## config.mk

```make
export PLATFORM = sky130hd
export DESIGN_NAME = uart_rx_flat
export DESIGN_NICKNAME = d
export VERILOG_FILES = /design/src/rtl/uart_rx_if.sv /design/src/rtl/uart_rx.sv /design/src/flat_wrapper.sv
export SDC_FILE = /design/constraint.sdc
export NUM_CORES = 1
export LEC_CHECK = 0
export CORE_ASPECT_RATIO = 1.4
export CORE_MARGIN = 2
export CORE_UTILIZATION = 61
export DETAILED_ROUTE_END_ITERATION = 8
export GPL_ROUTABILITY_DRIVEN = 0
export PLACE_DENSITY_LB_ADDON = 0.3
export SLEW_MARGIN = 0
export SYNTH_ARGS = -nofsm -noshare
export SYNTH_HDL_FRONTEND = slang
export SYNTH_SLANG_ARGS = --single-unit
```

## constraint.sdc

```tcl
create_clock -name i_clk -period 4.1 [get_ports i_clk]
set_clock_uncertainty 0.15 [all_clocks]
set_input_delay 0.615 -clock i_clk [delete_from_list [all_inputs] [get_ports i_clk]]
set_output_delay 0.615 -clock i_clk [all_outputs]
set_load 0.02 [all_outputs]
```

## src/rtl/uart_rx_if.sv

```systemverilog
// uart_rx_if: CPU-side bus between the UART receiver and the register block.
//   re          read strobe from the CPU; consumes the holding register
//   dout        last received byte
//   full        holding register has an unread byte
//   done        one-cycle pulse when a byte is stored
//   frame_err   one-cycle pulse: stop bit sampled low
//   parity_err  one-cycle pulse: parity mismatch (parity build only)
//   overrun     sticky: a byte was dropped because the register was full
// master = register block / CPU side, slave = receiver side.
interface uart_rx_if;
  logic       re;
  logic [7:0] dout;
  logic       full;
  logic       done;
  logic       frame_err;
  logic       parity_err;
  logic       overrun;

  modport master (
    output re,
    input  dout, full, done, frame_err, parity_err, overrun
  );

  modport slave (
    input  re,
    output dout, full, done, frame_err, parity_err, overrun
  );
endinterface

```

## src/rtl/uart_rx.sv

```systemverilog
// uart_rx: UART receiver, 8N1 (8E1 with UART_RX_PARITY_EN defined).
// Samples the synchronized rx line at mid-bit and stores each good byte in a
// one-entry holding register read by the CPU.
//   CLKS_PER_BIT  system clocks per serial bit (4..65535)
//   i_clk         system clock, rising edge
//   i_rst_n       synchronous active-low reset
//   i_rx          asynchronous serial input, idle high
//   bus           uart_rx_if.slave: re in; dout/full/done/frame_err/
//                 parity_err/overrun out
// Optional feature macro: UART_RX_PARITY_EN adds an even-parity bit after
// the data bits; when undefined parity_err is constant 0.
module uart_rx #(
  parameter int unsigned CLKS_PER_BIT = 1000
) (
  input  logic     i_clk,
  input  logic     i_rst_n,
  input  logic     i_rx,
  uart_rx_if.slave bus
);

  typedef enum logic [2:0] {
    S_IDLE   = 3'd0,
    S_START  = 3'd1,
    S_DATA   = 3'd2,
    S_PARITY = 3'd3,
    S_STOP   = 3'd4
  } state_t;

  localparam logic [15:0] LP_HALF = 16'(CLKS_PER_BIT / 2 - 1);
  localparam logic [15:0] LP_FULL = 16'(CLKS_PER_BIT - 1);

  logic        r_rx_s1, r_rx_s, r_rx_q;
  state_t      r_state, w_state_nxt;
  logic [15:0] r_count, w_count_nxt;
  logic [2:0]  r_idx,   w_idx_nxt;
  logic [7:0]  r_shift, w_shift_nxt;
  logic [7:0]  r_dout,  w_dout_nxt;
  logic        r_full,  w_full_nxt;
  logic        r_ovr,   w_ovr_nxt;
  logic        r_done,  w_done_nxt;
  logic        r_ferr,  w_ferr_nxt;
  logic        r_perr,  w_perr_nxt;
  logic        w_par_bad;
`ifdef UART_RX_PARITY_EN
  // Running XOR of data bits and parity bit; 1 at STOP means mismatch.
  logic        r_par,   w_par_nxt;
`endif

  // Two-flop synchronizer plus one delay for falling-edge detection.
  always_ff @(posedge i_clk) begin
    if (!i_rst_n) begin
      r_rx_s1 <= 1'b1;
      r_rx_s  <= 1'b1;
      r_rx_q  <= 1'b1;
    end else begin
      r_rx_s1 <= i_rx;
      r_rx_s  <= r_rx_s1;
      r_rx_q  <= r_rx_s;
    end
  end

  always_ff @(posedge i_clk) begin
    if (!i_rst_n) begin
      r_state <= S_IDLE;
      r_count <= '0;
      r_idx   <= '0;
      r_shift <= '0;
      r_dout  <= '0;
      r_full  <= 1'b0;
      r_ovr   <= 1'b0;
      r_done  <= 1'b0;
      r_ferr  <= 1'b0;
      r_perr  <= 1'b0;
`ifdef UART_RX_PARITY_EN
      r_par   <= 1'b0;
`endif
    end else begin
      r_state <= w_state_nxt;
      r_count <= w_count_nxt;
      r_idx   <= w_idx_nxt;
      r_shift <= w_shift_nxt;
      r_dout  <= w_dout_nxt;
      r_full  <= w_full_nxt;
      r_ovr   <= w_ovr_nxt;
      r_done  <= w_done_nxt;
      r_ferr  <= w_ferr_nxt;
      r_perr  <= w_perr_nxt;
`ifdef UART_RX_PARITY_EN
      r_par   <= w_par_nxt;
`endif
    end
  end

  always_comb begin
    w_state_nxt = r_state;
    w_count_nxt = r_count;
    w_idx_nxt   = r_idx;
    w_shift_nxt = r_shift;
    w_dout_nxt  = r_dout;
    w_full_nxt  = r_full;
    w_ovr_nxt   = r_ovr;
    w_done_nxt  = 1'b0;
    w_ferr_nxt  = 1'b0;
    w_perr_nxt  = 1'b0;
    w_par_bad   = 1'b0;
`ifdef UART_RX_PARITY_EN
    w_par_nxt   = r_par;
    w_par_bad   = r_par;
`endif

    // CPU read; a store later in this block overrides it.
    if (bus.re && r_full) begin
      w_full_nxt = 1'b0;
      w_ovr_nxt  = 1'b0;
    end

    case (r_state)
      S_IDLE: begin
        w_count_nxt = '0;
        w_idx_nxt   = '0;
`ifdef UART_RX_PARITY_EN
        w_par_nxt   = 1'b0;
`endif
        // Edge, not level: a line stuck low cannot start frames.
        if (r_rx_q && !r_rx_s) w_state_nxt = S_START;
      end

      S_START: begin
        if (r_count == LP_HALF) begin
          w_count_nxt = '0;
          w_state_nxt = r_rx_s ? S_IDLE : S_DATA;
        end else begin
          w_count_nxt = r_count + 16'd1;
        end
      end

      S_DATA: begin
        if (r_count == LP_FULL) begin
          w_count_nxt = '0;
          w_shift_nxt = {r_rx_s, r_shift[7:1]};
          w_idx_nxt   = r_idx + 3'd1;
`ifdef UART_RX_PARITY_EN
          w_par_nxt   = r_par ^ r_rx_s;
          if (r_idx == 3'd7) w_state_nxt = S_PARITY;
`else
          if (r_idx == 3'd7) w_state_nxt = S_STOP;
`endif
        end else begin
          w_count_nxt = r_count + 16'd1;
        end
      end

`ifdef UART_RX_PARITY_EN
      S_PARITY: begin
        if (r_count == LP_FULL) begin
          w_count_nxt = '0;
          w_par_nxt   = r_par ^ r_rx_s;
          w_state_nxt = S_STOP;
        end else begin
          w_count_nxt = r_count + 16'd1;
        end
      end
`endif

      S_STOP: begin
        // Leaving at mid-stop-bit so a following start bit is not missed.
        if (r_count == LP_FULL) begin
          w_state_nxt = S_IDLE;
          w_count_nxt = '0;
          w_idx_nxt   = '0;
          if (!r_rx_s) begin
            w_ferr_nxt = 1'b1;
            w_perr_nxt = w_par_bad;
          end else if (w_par_bad) begin
            w_perr_nxt = 1'b1;
          end else if (!r_full || bus.re) begin
            w_dout_nxt = r_shift;
            w_full_nxt = 1'b1;
            w_done_nxt = 1'b1;
          end else begin
            w_ovr_nxt  = 1'b1;
          end
        end else begin
          w_count_nxt = r_count + 16'd1;
        end
      end

      default: begin
        w_state_nxt = S_IDLE;
        w_count_nxt = '0;
        w_idx_nxt   = '0;
      end
    endcase
  end

  assign bus.dout       = r_dout;
  assign bus.full       = r_full;
  assign bus.overrun    = r_ovr;
  assign bus.done       = r_done;
  assign bus.frame_err  = r_ferr;
  assign bus.parity_err = r_perr;

endmodule

```

## src/flat_wrapper.sv

```systemverilog
// flat-port wrapper written by rule: the top's interface ports become plain ports
module uart_rx_flat 
#(
  parameter int unsigned CLKS_PER_BIT = 1000
)
  (i_clk, i_rst_n, i_rx, bus_re, bus_dout, bus_full, bus_done, bus_frame_err, bus_parity_err, bus_overrun);
  uart_rx_if bus_i ();
  input  logic i_clk;
  input  logic i_rst_n;
  input  logic i_rx;
  input wire logic [$bits(bus_i.re)-1:0] bus_re;
  output wire logic [$bits(bus_i.dout)-1:0] bus_dout;
  output wire logic [$bits(bus_i.full)-1:0] bus_full;
  output wire logic [$bits(bus_i.done)-1:0] bus_done;
  output wire logic [$bits(bus_i.frame_err)-1:0] bus_frame_err;
  output wire logic [$bits(bus_i.parity_err)-1:0] bus_parity_err;
  output wire logic [$bits(bus_i.overrun)-1:0] bus_overrun;
  assign bus_i.re = bus_re;
  assign bus_dout = bus_i.dout;
  assign bus_full = bus_i.full;
  assign bus_done = bus_i.done;
  assign bus_frame_err = bus_i.frame_err;
  assign bus_parity_err = bus_i.parity_err;
  assign bus_overrun = bus_i.overrun;
  uart_rx #(.CLKS_PER_BIT(CLKS_PER_BIT)) u_core (.i_clk(i_clk), .i_rst_n(i_rst_n), .i_rx(i_rx), .bus(bus_i));
endmodule
```

==> impl_results.html, run 1 <==
<table>
<tr><th>Metric</th><th>Value</th></tr>
<tr><th colspan="2">Clock network</th></tr>
<tr><td>Clock-pin slew on the worst setup and hold paths</td><td>0.08 ns</td></tr>
<tr><td>CTS buffer count</td><td>5</td></tr>
<tr><td>Clock tree from TritonCTS</td><td>done</td></tr>
<tr><td>Post-CTS sizing</td><td>0</td></tr>
<tr><td>Worst-skew pair later-pin latency</td><td>around 0.30 ns</td></tr>
<tr><td>Number of levels in the clock H-tree</td><td>2</td></tr>
<tr><td>Sink count of the clock tree</td><td>between 40 and 50</td></tr>
<tr><td>Count of buffers added by post-CTS timing repair for setup</td><td>0</td></tr>
<tr><td>Hold_buf cts</td><td>0</td></tr>
<tr><td>Root buffer cell</td><td>clkbuf_8</td></tr>
<tr><td>Clock Tree Buf Depth</td><td>2</td></tr>
<tr><th colspan="2">Final layout</th></tr>
<tr><td>Highest-count cells in the layout ignoring fill and taps</td><td>dfxtp_1, nand2_1, nand3_1</td></tr>
<tr><td>Most frequent standard cell in the layout excluding fill and tap cells</td><td>dfxtp_1</td></tr>
<tr><td>Fraction of layout cells with a size suffix above 1</td><td>under 10%</td></tr>
<tr><td>Post-route insts no fill</td><td>~290</td></tr>
<tr><td>Net count, final</td><td>between 200 and 300</td></tr>
<tr><td>Number of fill cells in the layout</td><td>~280</td></tr>
<tr><td>Relative area change from synthesis to final layout</td><td>11.6%</td></tr>
<tr><td>Antenna cell count</td><td>0</td></tr>
<tr><th colspan="2">Floorplan</th></tr>
<tr><td>Overall die area</td><td>between 4000 and 5000 um^2</td></tr>
<tr><td>CORE AREA</td><td>between 3000 and 4000 um^2</td></tr>
<tr><td>DIE WIDTH</td><td>approximately 54 um</td></tr>
<tr><td>Starting density of the core</td><td>between 60% and 70%</td></tr>
<tr><td>Floorplan die height</td><td>between 70 and 80 um</td></tr>
<tr><td>Number of placed I/O pins</td><td>17</td></tr>
<tr><td>Num rows</td><td>25</td></tr>
<tr><th colspan="2">STA</th></tr>
<tr><td>Number of failing setup endpoints in the final timing report</td><td>0</td></tr>
<tr><td>RSZ-0062 raised after global routing</td><td>false</td></tr>
<tr><td>Final sum of negative setup slack</td><td>0 ns</td></tr>
<tr><td>Maximum operating frequency</td><td>400 MHz</td></tr>
<tr><td>Final critical-path required period</td><td>around 2.5 ns</td></tr>
<tr><td>Worst max-slew margin expressed relative to the limit</td><td>roughly 39%</td></tr>
<tr><td>Pins Over Slew Limit</td><td>0</td></tr>
<tr><td>Share of the clock period used by the worst path</td><td>roughly three fifths</td></tr>
<tr><td>Slew at the pin closest to its max-slew limit</td><td>between 0.9 and 1 ns</td></tr>
<tr><td>Setup slack of the critical path after layout</td><td>roughly 1.6 ns</td></tr>
<tr><td>Final hold violation count</td><td>0</td></tr>
<tr><th colspan="2">Min path</th></tr>
<tr><td>Min-Delay Endpoint</td><td>u_core.r_rx_s</td></tr>
<tr><td>Hold Startpoint</td><td>u_core.r_rx_s1</td></tr>
<tr><td>Hold WC Path Type</td><td>flip-flop to flip-flop</td></tr>
<tr><td>Number of instances on the worst hold path</td><td>1</td></tr>
<tr><th colspan="2">Drt</th></tr>
<tr><td>Via count</td><td>between 1.5k and 2k</td></tr>
<tr><td>Vias per inst</td><td>~6.3</td></tr>
<tr><td>Detailed Route Iter0 Violations</td><td>71</td></tr>
<tr><td>Post-detailed-route count of antenna-violating nets</td><td>0</td></tr>
<tr><td>DRC violation count after routing</td><td>0</td></tr>
<tr><td>Routed WL</td><td>4190 um</td></tr>
<tr><td>Wirelength per Cell</td><td>~14 um</td></tr>
<tr><td>First drt pass iteration count</td><td>4</td></tr>
<tr><th colspan="2">Setup path</th></tr>
<tr><td>Worst R2R Start</td><td>u_core.r_count[3]</td></tr>
<tr><td>Count of cells along the worst register-to-register path</td><td>4</td></tr>
<tr><td>Setup slack, reg-to-reg</td><td>1.60 ns</td></tr>
<tr><td>Crit path launch type</td><td>primary input</td></tr>
<tr><td>Data required time at the worst endpoint</td><td>between 4 and 5 ns</td></tr>
<tr><td>Start-to-end type of the worst setup path</td><td>primary input to flip-flop</td></tr>
<tr><td>Data arrival at the endpoint of the critical path</td><td>approximately 2.6 ns</td></tr>
<tr><td>Critical Path Fanout Max</td><td>30</td></tr>
<tr><td>Capture instance of the worst register-to-register path</td><td>u_core.r_count[13]</td></tr>
<tr><td>Endpoint kind of the worst setup timing path</td><td>flip-flop</td></tr>
<tr><th colspan="2">Flow run</th></tr>
<tr><td>Maxcap violations</td><td>0</td></tr>
<tr><th colspan="2">Yosys</th></tr>
<tr><td>Synth top area cells</td><td>dfxtp_1, a211oi_1, nand2_1</td></tr>
<tr><td>Number of enable-type register cells in the synthesized netlist</td><td>0</td></tr>
<tr><td>Yosys warns</td><td>0</td></tr>
<tr><td>Gate count of the mapped netlist</td><td>~240</td></tr>
<tr><td>Cell type with the highest aggregate area in the netlist</td><td>dfxtp_1</td></tr>
<tr><td>Mean post-synth cell area</td><td>about 9 um^2</td></tr>
<tr><td>Share of async-settable or async-resettable flops after synthesis</td><td>0%</td></tr>
<tr><td>Flops &amp; latches, synth</td><td>between 40 and 50</td></tr>
<tr><td>Dominant synthesized flop cell</td><td>dfxtp_1</td></tr>
<tr><td>Net Count, Synth</td><td>250</td></tr>
<tr><td>Post-synthesis instance area</td><td>roughly 2100 um^2</td></tr>
<tr><td>Seq/Total Area, Yosys</td><td>between 40% and 50%</td></tr>
<tr><td>Area fraction of the dominant cell type after synthesis</td><td>42.1%</td></tr>
<tr><td>Synth cell types</td><td>between 40 and 50</td></tr>
<tr><th colspan="2">Power</th></tr>
<tr><td>Worst voltage drop across the vdd grid</td><td>roughly 0.29 mV</td></tr>
<tr><td>Areal power density over the cells</td><td>approximately 340 nW/um^2</td></tr>
<tr><td>Final total power</td><td>roughly 800 uW</td></tr>
<tr><td>Leakage</td><td>about 0.7 nW</td></tr>
<tr><th colspan="2">Outcome</th></tr>
<tr><td>Result of the run</td><td>finished, final reports clean</td></tr>
<tr><th colspan="2">Place</th></tr>
<tr><td>Placement-stage worst setup slack</td><td>1.29 ns</td></tr>
<tr><td>IO buf count</td><td>15</td></tr>
<tr><td>Post-DP HPWL</td><td>around 2800 um</td></tr>
<tr><td>Number of cells in the design after placement</td><td>around 280</td></tr>
<tr><th colspan="2">Global routing</th></tr>
<tr><td>Remaining global-route overflow</td><td>0</td></tr>
<tr><td>Pin count of the biggest net entering global routing</td><td>31</td></tr>
<tr><td>First-pass GRT wire length</td><td>approximately 6900 um</td></tr>
<tr><td>Initial antenna violation count</td><td>0</td></tr>
<tr><td>Total global routing track utilization</td><td>a little under a quarter</td></tr>
<tr><td>Number of global-route vias before repair</td><td>roughly 1.7k</td></tr>
</table>
final cells by class:
class,count,area (um^2),share of cell area (%)
tap,40,50.0,2.09
multi-input combinational,177,1150,48.1
clock buffer,6,82.6,3.46
sequential,45,901,37.7
clock inverter,2,37.5,1.57
inverter,3,11.3,0.471
timing repair buffer,16,158,6.60
synth_stat cells (all sizes together) (2+ instances only):
library cell,number
and4,3
nor2,7
o211ai,3
nand3,16
or3,5
clkbuf,11
a211oi,14
ha,3
nor3,5
buf,7
a221oi,4
nand3b,2
xor2,5
and3,3
nor4,4
or4,2
nand2,27
dfxtp,45
xnor2,5
a21oi,14
mux2i,8
nor3b,2
nand2b,7
nand4,11
inv,3
o21ai,16
or2,2
kinds of logic after synthesis:
family	Yosys count	synth area share (%)
buffers and inverters	21	4.21
XOR/XNOR	10	4.09
AND/OR/NAND/NOR	99	27.0
other	1	0.175
adder cells (fa/ha/maj)	3	1.75
AO/OA/AOI/OAI	56	16.9
flip-flops	45	42.1
multiplexers	8	3.74
critical path, cell delays in order:
cell and delay (ns):
clkdlybuf4s50_1 0.46, buf_4 0.27, inv_1 0.45, or4_1 0.61, o211ai_1 0.15
power by group:
part           switching [mW]  internal (mW)  leakage, nW  total [mW]
combinational          0.0145        0.00661        0.292      0.0212
clock                   0.150          0.198       0.0574       0.348
sequential            0.00280          0.439        0.363       0.441
metrics by stage:
stage                     area (um^2)  util [%]  hold slack (ns)
after global placement           2270      67.2            0.242
after global routing             2390      70.7            0.275
after CTS                        2390      70.7            0.263
final                            2390      70.7            0.260
after detailed placement         2270      67.2            0.244
after floorplan                  2140         -            0.236
state kept, by name, summed over array words and instances, names as in the netlist:
| register | flops |
|---|---|
| u_core.bus.done | 1 |
| u_core.bus.dout | 8 |
| u_core.bus.frame_err | 1 |
| u_core.bus.full | 1 |
| u_core.bus.overrun | 1 |
| u_core.r_count | 16 |
| u_core.r_idx | 3 |
| u_core.r_rx_q | 1 |
| u_core.r_rx_s | 1 |
| u_core.r_rx_s1 | 1 |
| u_core.r_shift | 8 |
| u_core.r_state | 3 |
routing by layer:
metal,part of all wire [%],vias to the layer above,GRT usage [%],wire [um]
li1,-,898,-,-
met4,1.4,0,11.7,60
met3,4.5,8,5.02,189
met5,0,-,0,0
met2,50,46,39.4,2080
met1,44,863,26.6,1860
worst max path at each step:
stage                            from                  to  slack [ns]  cells past startpoint
finish                        i_rst_n     u_core.r_idx[0]        1.60                      5
global route        u_core.r_count[3]  u_core.r_count[12]        1.40                      4
CTS                 u_core.r_count[3]  u_core.r_count[13]        1.60                      4
detailed placement            i_rst_n     u_core.r_idx[0]        1.29                      5
global placement              i_rst_n     u_core.r_idx[0]        1.33                      5
floorplan           u_core.r_count[0]     u_core.r_idx[2]        2.07                      7
Note: power is estimated with default switching activity, not from simulation.
==> run 2: changes to the inputs <==
Settings changed: CORE_UTILIZATION 61 to 57.
Clock period 4.1 ns to 2.44 ns, I/O delays scaled along.
==> run 2 against run 1 <==
Wire length grew 4.4%. Clock power grew 63%. Combinational power is 89% higher. Critical endpoint is now u_core.bus.dout[5].
==> impl_results.html, run 2 (synthesized netlist as in run 1, its figures left out) <==
<table>
<tr><th>Metric</th><th>Value</th></tr>
<tr><th colspan="2">Outcome</th></tr>
<tr><td>Result of the run</td><td>finished, final reports clean (unchanged)</td></tr>
<tr><th colspan="2">Final layout</th></tr>
<tr><td>Storage cell area</td><td>901 um^2 (unchanged)</td></tr>
<tr><td>Number of fill cells in the layout</td><td>289 (was 278)</td></tr>
<tr><td>Highest-count cells in the layout ignoring fill and taps</td><td>dfxtp_1, nand2_1, nand3_1 (unchanged)</td></tr>
<tr><td>Fraction of layout cells with a size suffix above 1</td><td>12.5% (was 9.64%)</td></tr>
<tr><td>Most frequent standard cell in the layout excluding fill and tap cells</td><td>dfxtp_1 (unchanged)</td></tr>
<tr><td>Max reg flops</td><td>16 (unchanged)</td></tr>
<tr><td>Post-route design area</td><td>2450 um^2 (was 2390 um^2)</td></tr>
<tr><td>Multi-input logic area</td><td>1150 um^2 (unchanged)</td></tr>
<tr><td>Net count, final</td><td>263 (was 255)</td></tr>
<tr><td>Relative area change from synthesis to final layout</td><td>14.3% (was 11.6%)</td></tr>
<tr><td>Antenna cell count</td><td>0 (unchanged)</td></tr>
<tr><td>Register ranked first by flip-flop count</td><td>u_core.r_count (unchanged)</td></tr>
<tr><th colspan="2">STA</th></tr>
<tr><td>Final sum of negative setup slack</td><td>0 ns (unchanged)</td></tr>
<tr><td>Final hold violation count</td><td>0 (unchanged)</td></tr>
<tr><td>Number of failing setup endpoints in the final timing report</td><td>0 (unchanged)</td></tr>
<tr><td>Slew at the pin closest to its max-slew limit</td><td>0.588 ns (was 0.919 ns)</td></tr>
<tr><td>Pins Over Slew Limit</td><td>0 (unchanged)</td></tr>
<tr><td>Maximum operating frequency</td><td>477 MHz</td></tr>
<tr><td>Final critical-path required period</td><td>approximately 2.1 ns</td></tr>
<tr><td>Worst max-slew margin expressed relative to the limit</td><td>60.6% (was 38.7%)</td></tr>
<tr><td>RSZ-0062 raised after global routing</td><td>false (unchanged)</td></tr>
<tr><td>Share of the clock period used by the worst path</td><td>85.8%</td></tr>
<tr><th colspan="2">Power</th></tr>
<tr><td>Leakage</td><td>0.749 nW (was 0.712 nW)</td></tr>
<tr><td>Logic pwr share</td><td>3.0% (was 2.6%)</td></tr>
<tr><td>Int Power</td><td>1.06 mW (was 643 uW)</td></tr>
<tr><td>Net Sw Frac</td><td>21.5% (was 20.6%)</td></tr>
<tr><td>Share of total power in the clock network</td><td>42.0% (was 42.9%)</td></tr>
<tr><td>Worst voltage drop across the vdd grid</td><td>0.439 mV (was 0.293 mV)</td></tr>
<tr><td>Power spent charging and discharging nets</td><td>290 uW (was 167 uW)</td></tr>
<tr><td>Sequential Power Share</td><td>55.1% (was 54.4%)</td></tr>
<tr><td>Areal power density over the cells</td><td>551 nW/um^2 (was 339 nW/um^2)</td></tr>
<tr><th colspan="2">Drt</th></tr>
<tr><td>Via count</td><td>1836 (was 1815)</td></tr>
<tr><td>Vias per inst</td><td>6.14 (was 6.28)</td></tr>
<tr><td>DRC violation count after routing</td><td>0 (unchanged)</td></tr>
<tr><td>Post-detailed-route count of antenna-violating nets</td><td>0 (unchanged)</td></tr>
<tr><td>Detailed Route Iter0 Violations</td><td>60 (was 71)</td></tr>
<tr><td>Wirelength per Cell</td><td>14.6 um (was 14.5 um)</td></tr>
<tr><td>First drt pass iteration count</td><td>4 (unchanged)</td></tr>
<tr><td>Routed WL</td><td>4370 um (was 4190 um)</td></tr>
<tr><th colspan="2">Place</th></tr>
<tr><td>Post-placement cell area</td><td>2330 um^2 (was 2270 um^2)</td></tr>
<tr><td>IO buf count</td><td>15 (unchanged)</td></tr>
<tr><td>Post-DP HPWL</td><td>3070 um (was 2750 um)</td></tr>
<tr><th colspan="2">Clock network</th></tr>
<tr><td>Root buffer cell</td><td>clkbuf_8 (unchanged)</td></tr>
<tr><td>CTS buffer count</td><td>5 (unchanged)</td></tr>
<tr><td>Clock Tree Buf Depth</td><td>2 (unchanged)</td></tr>
<tr><td>Sink count of the clock tree</td><td>45 (unchanged)</td></tr>
<tr><td>Clock-pin slew on the worst setup and hold paths</td><td>0.09 ns (was 0.08 ns)</td></tr>
<tr><td>Count of buffers added by post-CTS timing repair for setup</td><td>0 (unchanged)</td></tr>
<tr><td>Post-CTS sizing</td><td>0 (unchanged)</td></tr>
<tr><td>Worst-skew pair later-pin latency</td><td>0.31 ns (was 0.30 ns)</td></tr>
<tr><td>Hold_buf cts</td><td>0 (unchanged)</td></tr>
<tr><td>Clock tree from TritonCTS</td><td>done (unchanged)</td></tr>
<tr><td>Number of levels in the clock H-tree</td><td>2 (unchanged)</td></tr>
<tr><th colspan="2">Global routing</th></tr>
<tr><td>First-pass GRT wire length</td><td>7530 um (was 6920 um)</td></tr>
<tr><td>Number of global-route vias before repair</td><td>1704 (was 1655)</td></tr>
<tr><td>Remaining global-route overflow</td><td>0 (unchanged)</td></tr>
<tr><td>Total global routing track utilization</td><td>21.8% (was 23.1%)</td></tr>
<tr><td>Initial antenna violation count</td><td>0 (unchanged)</td></tr>
<tr><td>Pin count of the biggest net entering global routing</td><td>28 (was 31)</td></tr>
<tr><th colspan="2">Floorplan</th></tr>
<tr><td>DIE WIDTH</td><td>55.8 um (was 54.1 um)</td></tr>
<tr><td>Starting density of the core</td><td>59.3% (was 63.4%)</td></tr>
<tr><td>Overall die area</td><td>4270 um^2 (was 4010 um^2)</td></tr>
<tr><td>Num rows</td><td>26 (was 25)</td></tr>
<tr><td>Floorplan die height</td><td>76.5 um (was 74.1 um)</td></tr>
<tr><td>Number of placed I/O pins</td><td>17 (unchanged)</td></tr>
<tr><td>CORE AREA</td><td>3610 um^2 (was 3380 um^2)</td></tr>
<tr><th colspan="2">Setup path</th></tr>
<tr><td>Start-to-end type of the worst setup path</td><td>flip-flop to flip-flop (was primary input to flip-flop)</td></tr>
<tr><td>Data arrival at the endpoint of the critical path</td><td>2.18 ns (was 2.58 ns)</td></tr>
<tr><td>Endpoint kind of the worst setup timing path</td><td>flip-flop (unchanged)</td></tr>
<tr><td>Critical Path Fanout Max</td><td>8 (was 30)</td></tr>
<tr><td>Data required time at the worst endpoint</td><td>2.53 ns (was 4.17 ns)</td></tr>
<tr><td>Crit path launch type</td><td>flip-flop (was primary input)</td></tr>
<tr><th colspan="2">Min path</th></tr>
<tr><td>Hold WC Path Type</td><td>flip-flop to flip-flop (unchanged)</td></tr>
<tr><th colspan="2">Flow run</th></tr>
<tr><td>Maxcap violations</td><td>0 (unchanged)</td></tr>
</table>
-- run 2: cell types whose count changed in the layout (fill, tap and decap cells not counted) --
cell / change
clkbuf_8: -1
buf_4: +8
clkinv_4: +1
-- run 2: routing by layer --
layer	up-vias	track usage (%)	routed length (um)
li1	911	-	-
met1	871	25.1	1880
met2	46	37.5	2230
met3	8	4.92	182
met4	0	10.5	82
met5	-	0	0
-- run 2: power groups by stage --
stage | Sequential, mW | Combinational [mW] | Clock, mW
final | 0.742 | 0.0401 | 0.566
after global routing | 0.743 | 0.0446 | 0.604
after global placement | 0.759 | 0.0395 | 0
after floorplan | 0.756 | 0.0288 | 0
after detailed placement | 0.759 | 0.0396 | 0
after CTS | 0.742 | 0.0400 | 0.575
-- run 2: worst paths after layout --
check | start | to | slack, ns | cells after the start
setup / recovery | u_core.r_count[0] | u_core.bus.dout[5] | 0.35 | 5
hold / removal | u_core.r_rx_s1 | u_core.r_rx_s | 0.26 | 1
setup reg to reg | u_core.r_count[0] | u_core.bus.dout[5] | 0.35 | 5
hold reg to reg | u_core.r_rx_s1 | u_core.r_rx_s | 0.26 | 1
-- run 2: area by class of cell --
| type | instances | share of cell area [%] |
|---|---|---|
| multi-input combinational | 177 | 47.0 |
| sequential | 45 | 36.8 |
| timing repair buffer | 24 | 8.90 |
| clock buffer | 5 | 2.81 |
| tap | 42 | 2.15 |
| clock inverter | 3 | 1.89 |
| inverter | 3 | 0.460 |
-- run 2: per-stage QoR --
| stage | utilization (%) | hold slack [ns] | instances | setup slack, ns | total power [mW] |
|---|---|---|---|---|---|
| final | 67.8 | 0.256 | 299 | 0.345 | 1.35 |
| after global routing | 67.8 | 0.285 | 299 | 0.189 | 1.39 |
| after CTS | 67.8 | 0.261 | 299 | 0.326 | 1.36 |
| after detailed placement | 64.6 | 0.250 | 291 | 0.330 | 0.799 |
| after global placement | 64.6 | 0.238 | 291 | 0.396 | 0.798 |
| after floorplan | - | 0.236 | 243 | 0.414 | 0.785 |
-- run 2: worst max-delay path: stages (launching register included) --
cell      delay (ns)
dfxtp_1         0.39
ha_1            0.25
nand3b_1        0.15
or2_2           0.39
nor3_4          0.46
mux2i_1         0.23
==> run 3: changes to the inputs <==
Settings changed: ABC_AREA set to 1, CAP_MARGIN set to 20, CORE_UTILIZATION 57 to 56, PLACE_DENSITY set to 0.8, PLACE_DENSITY_LB_ADDON 0.3 to not set.
==> run 3 against run 2 <==
Worst setup slack better by 0.27 ns. Critical path depth up 5. Utilization rose by 0.078 points. Register-to-register slack better by 0.27 ns. Clock power hardly changed. Clock-buffer cell count unchanged.
==> impl_results.html, run 3 <==
<table>
<tr><th>Metric</th><th>Value</th></tr>
<tr><th colspan="2">Outcome</th></tr>
<tr><td>Result of the run</td><td>finished, final reports clean (unchanged)</td></tr>
<tr><th colspan="2">STA</th></tr>
<tr><td>Final critical-path required period</td><td>1.83 ns (was 2.09 ns)</td></tr>
<tr><td>Number of failing setup endpoints in the final timing report</td><td>0 (unchanged)</td></tr>
<tr><td>Share of the clock period used by the worst path</td><td>74.9% (was 85.8%)</td></tr>
<tr><td>Tightest hold margin</td><td>0.270 ns (was 0.256 ns)</td></tr>
<tr><td>Final hold violation count</td><td>0 (unchanged)</td></tr>
<tr><td>Final sum of negative setup slack</td><td>0 ns (unchanged)</td></tr>
<tr><td>Maximum operating frequency</td><td>547 MHz (was 477 MHz)</td></tr>
<tr><td>RSZ-0062 raised after global routing</td><td>false (unchanged)</td></tr>
<tr><td>Pins Over Slew Limit</td><td>0 (unchanged)</td></tr>
<tr><th colspan="2">Yosys</th></tr>
<tr><td>Post-synthesis instance area</td><td>2020 um^2 (was 2140 um^2)</td></tr>
<tr><td>Net Count, Synth</td><td>274 (was 250)</td></tr>
<tr><td>Dominant synthesized flop cell</td><td>dfxtp_1 (unchanged)</td></tr>
<tr><td>Share of the synthesized area in compound gates (AO/OA/AOI/OAI)</td><td>10.8% (was 16.9%)</td></tr>
<tr><td>Synthesized-area fraction occupied by xor and xnor cells</td><td>2.17% (was 4.09%)</td></tr>
<tr><td>Yosys warns</td><td>0 (unchanged)</td></tr>
<tr><td>Synth cell types</td><td>38 (was 47)</td></tr>
<tr><td>Synth top area cells</td><td>dfxtp_1, nor2_1, nand2_1 (was dfxtp_1, a211oi_1, nand2_1)</td></tr>
<tr><td>Cell type with the highest aggregate area in the netlist</td><td>dfxtp_1 (unchanged)</td></tr>
<tr><td>Gate count of the mapped netlist</td><td>267 (was 243)</td></tr>
<tr><td>Flops &amp; latches, synth</td><td>45 (unchanged)</td></tr>
<tr><td>Share of async-settable or async-resettable flops after synthesis</td><td>0% (unchanged)</td></tr>
<tr><td>Combinational family with the most area after synthesis</td><td>simple AND/OR/NAND/NOR gates (unchanged)</td></tr>
<tr><td>Top cells by count, synth</td><td>nor2_1, dfxtp_1, nand2_1, inv_1, a21oi_1 (was dfxtp_1, nand2_1, nand3_1, o21ai_0)</td></tr>
<tr><td>Mean post-synth cell area</td><td>7.57 um^2 (was 8.81 um^2)</td></tr>
<tr><td>Simple-gate share of the synthesized area</td><td>31.8% (was 27.0%)</td></tr>
<tr><td>Seq/Total Area, Yosys</td><td>44.6% (was 42.1%)</td></tr>
<tr><td>Arithmetic-cell share of the synthesized area counting full adders, half adders and majority gates</td><td>1.86% (was 1.75%)</td></tr>
<tr><td>Number of enable-type register cells in the synthesized netlist</td><td>0 (unchanged)</td></tr>
<tr><td>Share of synthesized area spent on multiplexers</td><td>0% (was 3.74%)</td></tr>
<tr><td>Dominant cell by count in the synthesized netlist</td><td>nor2_1 (was dfxtp_1)</td></tr>
<tr><td>Area fraction of the dominant cell type after synthesis</td><td>44.6% (was 42.1%)</td></tr>
<tr><th colspan="2">Global routing</th></tr>
<tr><td>Remaining global-route overflow</td><td>0 (unchanged)</td></tr>
<tr><td>Pin count of the biggest net entering global routing</td><td>20 (was 28)</td></tr>
<tr><td>Initial antenna violation count</td><td>0 (unchanged)</td></tr>
<tr><td>Total global routing track utilization</td><td>20.8% (was 21.8%)</td></tr>
<tr><td>Number of global-route vias before repair</td><td>1532 (was 1704)</td></tr>
<tr><td>First-pass GRT wire length</td><td>6220 um (was 7530 um)</td></tr>
<tr><th colspan="2">Drt</th></tr>
<tr><td>Vias per inst</td><td>5.02 (was 6.14)</td></tr>
<tr><td>First drt pass iteration count</td><td>4 (unchanged)</td></tr>
<tr><td>Detailed Route Iter0 Violations</td><td>33 (was 60)</td></tr>
<tr><td>Post-detailed-route count of antenna-violating nets</td><td>0 (unchanged)</td></tr>
<tr><td>Routed WL</td><td>3610 um (was 4370 um)</td></tr>
<tr><td>DRC violation count after routing</td><td>0 (unchanged)</td></tr>
<tr><td>Via count</td><td>1637 (was 1836)</td></tr>
<tr><td>Wirelength per Cell</td><td>11.1 um (was 14.6 um)</td></tr>
<tr><th colspan="2">Final layout</th></tr>
<tr><td>Net count, final</td><td>292 (was 263)</td></tr>
<tr><td>Multi-input logic area</td><td>946 um^2 (was 1150 um^2)</td></tr>
<tr><td>Fraction of layout cells with a size suffix above 1</td><td>14.3% (was 12.5%)</td></tr>
<tr><td>Register ranked first by flip-flop count</td><td>u_core.r_count (unchanged)</td></tr>
<tr><td>Relative area change from synthesis to final layout</td><td>14.4% (was 14.3%)</td></tr>
<tr><td>Post-route design area</td><td>2310 um^2 (was 2450 um^2)</td></tr>
<tr><td>Number of fill cells in the layout</td><td>308 (was 289)</td></tr>
<tr><td>Highest-count cells in the layout ignoring fill and taps</td><td>nor2_1, dfxtp_1, nand2_1 (was dfxtp_1, nand2_1, nand3_1)</td></tr>
<tr><td>Most frequent standard cell in the layout excluding fill and tap cells</td><td>nor2_1 (was dfxtp_1)</td></tr>
<tr><td>Max reg flops</td><td>16 (unchanged)</td></tr>
<tr><td>Storage cell area</td><td>901 um^2 (unchanged)</td></tr>
<tr><td>Antenna cell count</td><td>0 (unchanged)</td></tr>
<tr><th colspan="2">Setup path</th></tr>
<tr><td>Data required time at the worst endpoint</td><td>2.48 ns (was 2.53 ns)</td></tr>
<tr><td>Endpoint kind of the worst setup timing path</td><td>flip-flop (unchanged)</td></tr>
<tr><td>Data arrival at the endpoint of the critical path</td><td>1.87 ns (was 2.18 ns)</td></tr>
<tr><td>Setup slack, reg-to-reg</td><td>0.61 ns (was 0.35 ns)</td></tr>
<tr><td>Start-to-end type of the worst setup path</td><td>flip-flop to flip-flop (unchanged)</td></tr>
<tr><td>Crit path launch type</td><td>flip-flop (unchanged)</td></tr>
<tr><td>Critical Path Fanout Max</td><td>16 (was 8)</td></tr>
<tr><th colspan="2">Power</th></tr>
<tr><td>Sequential Power Share</td><td>46.4% (was 55.1%)</td></tr>
<tr><td>Int Power</td><td>1.20 mW (was 1.06 mW)</td></tr>
<tr><td>Areal power density over the cells</td><td>756 nW/um^2 (was 551 nW/um^2)</td></tr>
<tr><td>Power spent charging and discharging nets</td><td>545 uW (was 290 uW)</td></tr>
<tr><td>Share of total power in the clock network</td><td>32.4% (was 42.0%)</td></tr>
<tr><td>Leakage</td><td>0.868 nW (was 0.749 nW)</td></tr>
<tr><td>Logic pwr share</td><td>21.2% (was 3.0%)</td></tr>
<tr><td>Net Sw Frac</td><td>31.1% (was 21.5%)</td></tr>
<tr><td>Worst voltage drop across the vdd grid</td><td>0.519 mV (was 0.439 mV)</td></tr>
<tr><th colspan="2">Clock network</th></tr>
<tr><td>Root buffer cell</td><td>clkbuf_8 (unchanged)</td></tr>
<tr><td>Hold_buf cts</td><td>0 (unchanged)</td></tr>
<tr><td>Sink count of the clock tree</td><td>45 (unchanged)</td></tr>
<tr><td>Worst-skew pair later-pin latency</td><td>0.30 ns (was 0.31 ns)</td></tr>
<tr><td>Number of levels in the clock H-tree</td><td>2 (unchanged)</td></tr>
<tr><td>Post-CTS sizing</td><td>0 (unchanged)</td></tr>
<tr><td>Clock tree from TritonCTS</td><td>done (unchanged)</td></tr>
<tr><td>Count of buffers added by post-CTS timing repair for setup</td><td>0 (unchanged)</td></tr>
<tr><td>Clock Tree Buf Depth</td><td>2 (unchanged)</td></tr>
<tr><td>Clock-pin slew on the worst setup and hold paths</td><td>0.08 ns (was 0.09 ns)</td></tr>
<tr><td>CTS buffer count</td><td>5 (unchanged)</td></tr>
<tr><th colspan="2">Min path</th></tr>
<tr><td>Hold WC Path Type</td><td>flip-flop to flip-flop (unchanged)</td></tr>
<tr><th colspan="2">Place</th></tr>
<tr><td>Post-DP HPWL</td><td>2750 um (was 3070 um)</td></tr>
<tr><td>IO buf count</td><td>15 (unchanged)</td></tr>
<tr><td>Post-placement cell area</td><td>2200 um^2 (was 2330 um^2)</td></tr>
<tr><th colspan="2">Floorplan</th></tr>
<tr><td>Overall die area</td><td>4110 um^2 (was 4270 um^2)</td></tr>
<tr><td>Starting density of the core</td><td>59.3% (about the same)</td></tr>
<tr><td>Num rows</td><td>25 (was 26)</td></tr>
<tr><td>Floorplan die height</td><td>75.1 um (was 76.5 um)</td></tr>
<tr><td>Number of placed I/O pins</td><td>17 (unchanged)</td></tr>
<tr><td>CORE AREA</td><td>3410 um^2 (was 3610 um^2)</td></tr>
<tr><td>DIE WIDTH</td><td>54.8 um (was 55.8 um)</td></tr>
<tr><th colspan="2">Flow run</th></tr>
<tr><td>Maxcap violations</td><td>0 (unchanged)</td></tr>
</table>
[run 3: cell types whose count changed in the layout (fill, tap and decap cells not counted), moves of 8 or more]
cell	previous run	this run
mux2i_1	8	0
nand4_1	9	0
buf_4	9	1
o21ai_0	15	7
inv_1	3	28
o21ai_1	0	10
nor2_1	7	52
a211oi_1	14	1
[run 3: worst paths after layout]
kind,endpoint,cells past startpoint,startpoint
setup / recovery,u_core.r_shift[2],10,u_core.r_count[0]
hold / removal,u_core.r_rx_s,1,u_core.r_rx_s1
setup reg to reg,u_core.r_shift[2],10,u_core.r_count[0]
hold reg to reg,u_core.r_rx_s,1,u_core.r_rx_s1
[run 3: power groups by stage]
stage	registers (mW)	clock network (mW)	logic [mW]
after floorplan	0.823	0	0.326
after global placement	0.828	0	0.369
after detailed placement	0.830	0	0.377
after CTS	0.813	0.578	0.377
after global routing	0.819	0.608	0.432
final	0.812	0.567	0.371
[run 3: stage by stage]
stage	cells	setup WS (ns)	power, mW	utilization (%)
floorplan	267	0.806	1.15	-
global placement	318	0.663	1.20	64.5
detailed placement	318	0.610	1.21	64.5
CTS	326	0.603	1.77	67.9
global route	326	0.414	1.86	67.9
finish	326	0.613	1.75	67.9
[run 3: logic make-up after synthesis]
logic type,Yosys count
adders and majority gates,3
other,1
xor gates and xnor gates,5
AOI/OAI and AO/OA,39
DFF,45
buffers and inverters,42
and+or+nand+nor,132
[run 3: worst max-delay path: stages, from the launching register on]
cell and delay (ns):
dfxtp_1 0.36, ha_1 0.24, nand2_2 0.10, clkinv_1 0.07, nand2_2 0.06, nor2_4 0.10
nand2_4 0.08, inv_2 0.06, nand2_2 0.16, o21ai_0 0.27, a21oi_1 0.07
[run 3: final cells by class]
class / instances / share of cell area (%)
Multi-Input combinational cell: 180 / 40.9
Sequential cell: 45 / 38.9
Timing Repair Buffer: 16 / 6.81
Inverter: 37 / 6.22
Clock buffer: 5 / 2.97
Tap cell: 40 / 2.16
Clock inverter: 3 / 2.00
[run 3: layer usage]
| metal | up-vias | GRT usage [%] | wire length, um |
|---|---|---|---|
| li1 | 875 | - | - |
| met1 | 730 | 22.0 | 1500 |
| met2 | 25 | 37.4 | 1930 |
| met3 | 7 | 4.76 | 112 |
| met4 | 0 | 10.0 | 68 |
| met5 | - | 0 | 0 |
